**src/rtl/pattern_response_misr.sv**
```systemverilog
// pattern_response_misr: folds accepted response vectors into a MISR over a fixed window
// and offers the final signature through a valid/ready handshake.
module pattern_response_misr #(
    parameter int                   RESP_WIDTH = 11,
    parameter int                   SIG_WIDTH  = 16,
    parameter logic [SIG_WIDTH-1:0] POLY       = 16'h1021,
    parameter logic [SIG_WIDTH-1:0] SEED       = 16'hFFFF,
    parameter int                   WINDOW     = 256
) (
    input  logic                  blif_clk_net,
    input  logic                  blif_reset_net,
    input  logic                  start,
    input  logic [RESP_WIDTH-1:0] resp_in,
    input  logic                  resp_valid,
    output logic                  busy,
    output logic [15:0]           sample_cnt,
    output logic [SIG_WIDTH-1:0]  sig_out,
    output logic                  sig_valid,
    input  logic                  sig_ready
);
    typedef enum logic [1:0] {IDLE, CAPTURE, HOLD} state_t;
    state_t                 r_state, w_next;
    logic [SIG_WIDTH-1:0]   r_sig, w_step;
    logic [15:0]            r_cnt;
    logic                   w_accept, w_last;
    always_comb begin
        w_accept = (r_state == CAPTURE) && resp_valid;
        w_last   = r_cnt == 16'(WINDOW - 1);
        w_step   = {r_sig[SIG_WIDTH-2:0], 1'b0} ^ (r_sig[SIG_WIDTH-1] ? POLY : '0) ^ SIG_WIDTH'(resp_in);
        w_next   = (r_state == IDLE && start)            ? CAPTURE :
                   (w_accept && w_last)                  ? HOLD    :
                   (r_state == HOLD && sig_ready)        ? IDLE    : r_state;
    end
    always_ff @(posedge blif_clk_net)
        r_state <= blif_reset_net ? IDLE : w_next;
    always_ff @(posedge blif_clk_net) begin
        if (blif_reset_net) begin
            r_sig <= SEED;
            r_cnt <= '0;
        end else if (r_state == IDLE && start) begin
            r_sig <= SEED;
            r_cnt <= '0;
        end else if (w_accept) begin
            r_sig <= w_step;
            r_cnt <= r_cnt + 16'd1;
        end
    end
    assign busy       = r_state == CAPTURE;
    assign sig_valid  = r_state == HOLD;
    assign sig_out    = r_sig;
    assign sample_cnt = r_cnt;
endmodule

```
**config.mk**
```make
export PLATFORM = sky130hd
export DESIGN_NAME = pattern_response_misr
export DESIGN_NICKNAME = d
export VERILOG_FILES = /design/src/rtl/pattern_response_misr.sv
export SDC_FILE = /design/constraint.sdc
export NUM_CORES = 1
export LEC_CHECK = 0
export BUFFER_PORTS_ARGS = -buffer_cell sky130_fd_sc_hd__buf_4
export CAP_MARGIN = 10
export CELL_PAD_IN_SITES_DETAIL_PLACEMENT = 0
export CELL_PAD_IN_SITES_GLOBAL_PLACEMENT = 1
export CORE_ASPECT_RATIO = 0.6
export CORE_MARGIN = 4
export CORE_UTILIZATION = 33
export CTS_CLUSTER_SIZE = 14
export DETAILED_ROUTE_END_ITERATION = 16
export PLACE_DENSITY = 0.85
export RECOVER_POWER = 100
export SLEW_MARGIN = 20
export SYNTH_ARGS = -nofsm -noshare
export SYNTH_HDL_FRONTEND = slang
export SYNTH_SLANG_ARGS = --single-unit
```
**constraint.sdc**
```tcl
create_clock -name blif_clk_net -period 1.3 [get_ports blif_clk_net]
set_input_delay 0.195 -clock blif_clk_net [delete_from_list [all_inputs] [get_ports blif_clk_net]]
set_output_delay 0.195 -clock blif_clk_net [all_outputs]
set_load 0.02 [all_outputs]
```
==> flow_summary_export.csv, run 1 <==
group,metric,value,unit
floorplanning,die_w,96.6,um
clocking,clk_pin_slew_worst_paths,0.07,ns
synth,synth-seq-cells,34,
placement,hpwl,2820,um
critical_path,critical_path_class,"flip-flop to flip-flop",
floorplanning,initial_core_util,34.0,%
placement,place_ws,-0.0154,ns
floorplanning,rows,19,
critical_path,cp.arrival,1.52,ns
cells_and_area,drive_gt1_share,34.8,%
status,outcome,"finished with violations",
floorplanning,core-area,4560,um^2
global_route,antenna_found_initial,0,
sta,max_freq,764,MHz
sta,fin_skew,0.00262,ns
clocking,insertion_delay,0.28,ns
critical_path,critPathRequiredTime,1.51,ns
synth,syn-num-nets,192,
placement,port_buffers,49,
global_route,track_usage,12.9,%
placement,place.gp.congestion,0.785,
synth,synthCells,175,
worst_hold_path,worstHoldPathType,"input port to flip-flop",
synth,netlist_area,1550,um^2
global_route,grt_first_pass_wirelength,5890,um
drt,drtIter0Drc,66,
cells_and_area,syn2layout_area_growth,42.8,%
clocking,cts_buffers,5,
floorplanning,die_h,61.1,um
cells_and_area,antennaDiodeCount,0,
cells_and_area,layout_common_cells,"buf_4, nand2_1, clkbuf_1, dfxtp_1, xnor2_1",
sta,timing.final.ws_setup,-0.00828,ns
sta,maxSlewHeadroom,78.3,%
floorplanning,pin_count,50,
drt,drtPass1Iterations,5,
critical_path,path_max_fanout,5,
sta,period_needed,1.31,ns
synth,yosysSeqAreaShare,43.8,%
status,violations,"setup timing",
synth,post_synth_num_cell_types,32,
clocking,cts_root_buf,"clkbuf_8",
sta,worst_pin_slew,0.325,ns
drt,drc,0,
global_route,grt_pass1_vias,1278,
pwr,p_leak,0.924,nW
sta,hold_viol,0,
drt,via_count,1435,
drt,wl_per_cell,12.3,um
sta,finalSetupViolations,1,
clocking,tritoncts,"yes",
sta,whs,0.211,ns
synth,synth.avg_cell_area,8.87,um^2
critical_path,cp-end-kind,"flip-flop",
global_route,grt.overflow.total,0,
cells_and_area,fillCellCount,479,
cells_and_area,fin_util,48.6,%
cells_and_area,regArea,719,um^2
sta,maxSlewViolCount,0,
clocking,cts_buffer_depth,2,
clocking,cts_max_level,2,
cells_and_area,multi_input_area,847,um^2
drt,routed_wl,3790,um
pwr,powerDensity,957,nW/um^2
global_route,grt_max_degree,29,
cells_and_area,nets,260,
critical_path,crit_path_start_kind,"flip-flop",
flow_run,max-cap-violations,0,
drt,viasPerCell,4.67,
critical_path,rr_worst_depth,5,
cells_and_area,layout_commonest_cell,"buf_4",
sta,timing.final.crit_share,101,%
floorplanning,die_area,5900,um^2
sta,rsz0062_at_grt,"yes",
pwr,ir_worst_vdd,0.668,mV
drt,drtAntennaViolNets,0,
worst_hold_path,hold_path_depth,3,
clocking,clock-sinks,34,
synth,yosysWarnings,0,
-- layout make-up --
| type | instances | area share [%] |
|---|---|---|
| Timing Repair Buffer | 72 | 21.2 |
| Inverter | 3 | 0.508 |
| Sequential cell | 34 | 32.4 |
| Clock buffer | 7 | 3.89 |
| Tap cell | 63 | 3.56 |
| Clock inverter | 1 | 0.226 |
| Multi-Input combinational cell | 127 | 38.2 |
-- through the flow --
step                      instances  setup TNS [ns]  power (mW)  cell area [um^2]
after floorplan                 175         -0.0335        1.26              1620
after global placement          294               0        1.36              2130
after detailed placement        294         -0.0335        1.36              2130
after CTS                       303         -0.0115        2.17              2230
after global routing            307          -0.252        2.22              2220
final                           307        -0.00828        2.12              2220
-- timing repair --
action | 4_1_cts | 5_1_grt
setup buffers | 1 | 4
setup endpoints to repair | 6 | 16
hold buffers | 0 | 0
gates resized for setup | 1 | 14
pin swaps | 4 | 3
-- metal layers --
layer / global-route usage, % / vias up / share of wire (%)
met1: 19.8 / 661 / 54
met4: 2.99 / 0 / 0.32
met5: 0 / - / 0
li1: - / 738 / -
met3: 3.91 / 2 / 6.5
met2: 17.5 / 34 / 40
-- synthesized netlist by cell type --
| master | instances | area (um^2) |
|---|---|---|
| and3b_1 | 1 | 8.76 |
| or2_0 | 1 | 6.26 |
| nor3_1 | 2 | 10.0 |
| and4_4 | 2 | 22.5 |
| dfxtp_1 | 34 | 681 |
| nor4_1 | 2 | 12.5 |
| and2_1 | 1 | 6.26 |
| nand4_1 | 3 | 18.8 |
| nor2_1 | 14 | 52.6 |
| clkbuf_1 | 1 | 3.75 |
| nand2b_1 | 1 | 6.26 |
| or3_1 | 3 | 18.8 |
| o211ai_1 | 12 | 90.1 |
| nand4_4 | 1 | 21.3 |
| nand2_1 | 26 | 97.6 |
| ha_1 | 1 | 12.5 |
| nand4b_1 | 2 | 17.5 |
| buf_4 | 4 | 30.0 |
| o21ai_0 | 6 | 30.0 |
| nand4bb_1 | 1 | 11.3 |
| xor2_1 | 5 | 43.8 |
| or2_2 | 1 | 6.26 |
| a21oi_1 | 8 | 40.0 |
| nor3b_1 | 1 | 7.51 |
| and4_1 | 1 | 8.76 |
| and2b_1 | 1 | 7.51 |
| inv_1 | 3 | 11.3 |
| buf_2 | 6 | 30.0 |
| and3_1 | 2 | 12.5 |
| xnor2_1 | 18 | 158 |
| nand3_1 | 10 | 50.1 |
| nand3b_4 | 1 | 20.0 |
-- worst max-delay path: stages, from the launching register on --
cell     delay, ns
dfxtp_4       0.37
ha_4          0.14
nand3_4       0.09
or2_0         0.21
or3_1         0.31
a21oi_1       0.12
-- state kept, by name (all words and copies together) (netlist names) --
register and flops:
sample_cnt 16, sig_out 16, r_state 2
-- report_power, final --
| part | internal, mW | switching [mW] |
|---|---|---|
| logic | 0.117 | 0.136 |
| registers | 1.05 | 0.0265 |
| clock network | 0.427 | 0.363 |
| total | 1.60 | 0.525 |
-- kinds of logic (layout without fill, tap and decap cells) --
kind of cell             count (synthesis)  after routing  share of synthesized area [%]
buffers and inverters                   14             83                           4.83
flip-flops                              34             34                           43.8
adder cells (fa/ha/maj)                  1              1                          0.806
AND/OR/NAND/NOR                         77             77                           27.2
AO/OA/AOI/OAI                           26             26                           10.3
XOR/XNOR                                23             23                           13.0
-- worst paths after layout --
check	from	to	slack [ns]
worst max register to register	sample_cnt[1]	sample_cnt[10]	-0.008
worst min register to register	sig_out[14]	sig_out[15]	0.48
worst min-delay path	blif_reset_net	r_state[0]	0.21
worst max-delay path	sample_cnt[1]	sample_cnt[10]	-0.008
(Power assumes the default switching activity.)
==> run 2: changes to the inputs <==
--- a/config.mk
+++ b/config.mk
@@ -20,3 +20,4 @@
 export SYNTH_ARGS = -nofsm -noshare
 export SYNTH_HDL_FRONTEND = slang
 export SYNTH_SLANG_ARGS = --single-unit
+export TNS_END_PERCENT = 20
==> run 2 against run 1 <==
Effect of this change:
- the run still ends with setup timing left
- setup slack got worse by 0.0074 ns
- global-route usage barely moved
- clock power shrank 6.6%
- final cell count down 0.33%
- sequential power barely moved
- wire length down 1.4%
- clock skew increased by 0.0022 ns
- combinational power down 3%
- register-to-register slack about the same
- sequential cell count stayed put
- first-iteration DRC count fell by 7.6%
- critical path type unchanged
==> flow_summary_export.csv, run 2 (synthesized netlist as in run 1, its figures left out) <==
group,metric,value,unit
status,outcome,"finished with violations",
status,violations,"setup timing",
drt,via_count,1408,
global_route,track_usage,13.0,%
cells_and_area,layout_common_cells,"buf_4, nand2_1, clkbuf_1, dfxtp_1, xnor2_1",
cells_and_area,syn2layout_area_growth,38.2,%
floorplanning,core-area,4560,um^2
flow_run,max-cap-violations,0,
placement,port_buffers,49,
critical_path,cp-end-kind,"flip-flop",
placement,hpwl,2890,um
sta,rsz0062_at_grt,"yes",
placement,place_ws,-0.0263,ns
sta,whs,0.217,ns
sta,worst_pin_slew,0.340,ns
critical_path,path_max_fanout,5,
global_route,antenna_found_initial,0,
worst_hold_path,min_from,"resp_in[1]",
critical_path,critPathRequiredTime,1.51,ns
drt,viasPerCell,4.60,
sta,fin_skew,0.00486,ns
cells_and_area,layout_commonest_cell,"buf_4",
pwr,powerDensity,964,nW/um^2
clocking,clock-sinks,34,
drt,routed_wl,3740,um
floorplanning,die_area,5900,um^2
critical_path,crit_path_start_kind,"flip-flop",
sta,hold_viol,0,
critical_path,r2r_slack,-0.02,ns
floorplanning,rows,19,
critical_path,critical_path_class,"flip-flop to flip-flop",
clocking,cts_max_level,2,
worst_hold_path,hold_path_end,"sig_out[1]",
critical_path,reg2reg_to,"sample_cnt[10]",
drt,drtAntennaViolNets,0,
sta,period_needed,1.32,ns
cells_and_area,antennaDiodeCount,0,
drt,wl_per_cell,12.2,um
pwr,ir_worst_vdd,0.442,mV
cells_and_area,nets,259,
clocking,tritoncts,"yes",
global_route,grt_max_degree,29,
worst_hold_path,worstHoldPathType,"input port to flip-flop",
sta,finalSetupViolations,1,
drt,drc,0,
drt,drtIter0Drc,61,
critical_path,r2r_start,"sample_cnt[1]",
critical_path,rr_worst_depth,5,
placement,place.gp.congestion,0.782,
pwr,p_leak,0.893,nW
drt,drtPass1Iterations,5,
sta,max_freq,760,MHz
floorplanning,die_h,61.1,um
clocking,clk_pin_slew_worst_paths,0.07,ns
clocking,postCtsHoldBufs,0,
floorplanning,pin_count,50,
worst_hold_path,hold_path_depth,3,
sta,timing.final.crit_share,101,%
clocking,cts_buffers,5,
sta,maxSlewViolCount,0,
cells_and_area,fin_util,47.0,%
global_route,grt_first_pass_wirelength,5820,um
cells_and_area,drive_gt1_share,29.2,%
clocking,cts_root_buf,"clkbuf_8",
clocking,cts_buffer_depth,2,
sta,maxSlewHeadroom,77.4,%
floorplanning,initial_core_util,34.0,%
global_route,grt_pass1_vias,1232,
cells_and_area,fillCellCount,484,
critical_path,cp.arrival,1.52,ns
sta,timing.final.ws_setup,-0.0157,ns
clocking,insertion_delay,0.28,ns
floorplanning,die_w,96.6,um
global_route,grt.overflow.total,0,
run 2: cell types whose count changed in the layout (fill, tap and decap cells not counted), sizes merged:
cell      delta
clkinv       +1
clkinvlp     +1
buf          -6
clkbuf       +3
run 2: cell type report:
class | count | area (um^2) | area share [%]
multi-input combinational | 127 | 828 | 38.6
clock buffer | 5 | 68.8 | 3.21
clock inverter | 3 | 16.3 | 0.758
timing repair buffer | 71 | 440 | 20.5
sequential | 34 | 702 | 32.7
inverter | 3 | 11.3 | 0.525
tap | 63 | 78.8 | 3.67
run 2: how the worst max path moves through the flow:
stage | slack (ns) | end | start
2_1_floorplan | -0.03 | sample_cnt[10] | sample_cnt[1]
3_3_place_gp | 0.002 | sample_cnt[10] | sample_cnt[1]
3_5_place_dp | -0.03 | sample_cnt[10] | sample_cnt[1]
4_1_cts | -0.02 | sample_cnt[10] | sample_cnt[1]
5_1_grt | -0.09 | sample_cnt[10] | sample_cnt[1]
6_report | -0.02 | sample_cnt[10] | sample_cnt[1]
run 2: metrics by stage:
step	instances	TNS, ns	power, mW	instance area [um^2]
6_report	306	-0.0157	2.07	2150
2_1_floorplan	175	-0.0612	1.27	1610
5_1_grt	306	-0.280	2.17	2150
4_1_cts	305	-0.0405	2.10	2230
3_5_place_dp	297	-0.0277	1.37	2150
3_3_place_gp	297	0	1.37	2150
run 2: worst max-delay path, stage by stage (launching register included):
cell and delay (ns):
dfxtp_4 0.37, ha_4 0.15, nand3_4 0.09, or2_1 0.22
or3_1 0.30, a21oi_1 0.12
run 2: where the power goes:
group	internal, mW	switching [mW]	leakage, nW
Combinational	0.109	0.137	0.570
Clock	0.366	0.371	0.0416
Sequential	1.06	0.0254	0.282
run 2: layer usage:
layer	GRT usage, %	vias up	part of all wire (%)
met5	0	-	0
met4	2.99	0	0.56
met3	3.79	2	5.6
met2	17.5	35	40
met1	19.9	637	54
li1	-	734	-
run 2: timing repair:
| item | CTS | global route |
|---|---|---|
| buffers inserted | 0 | 1 |
| resized for setup | 2 | 3 |
| setup endpoints to repair | 4 | 11 |
| pin swaps | 2 | 6 |
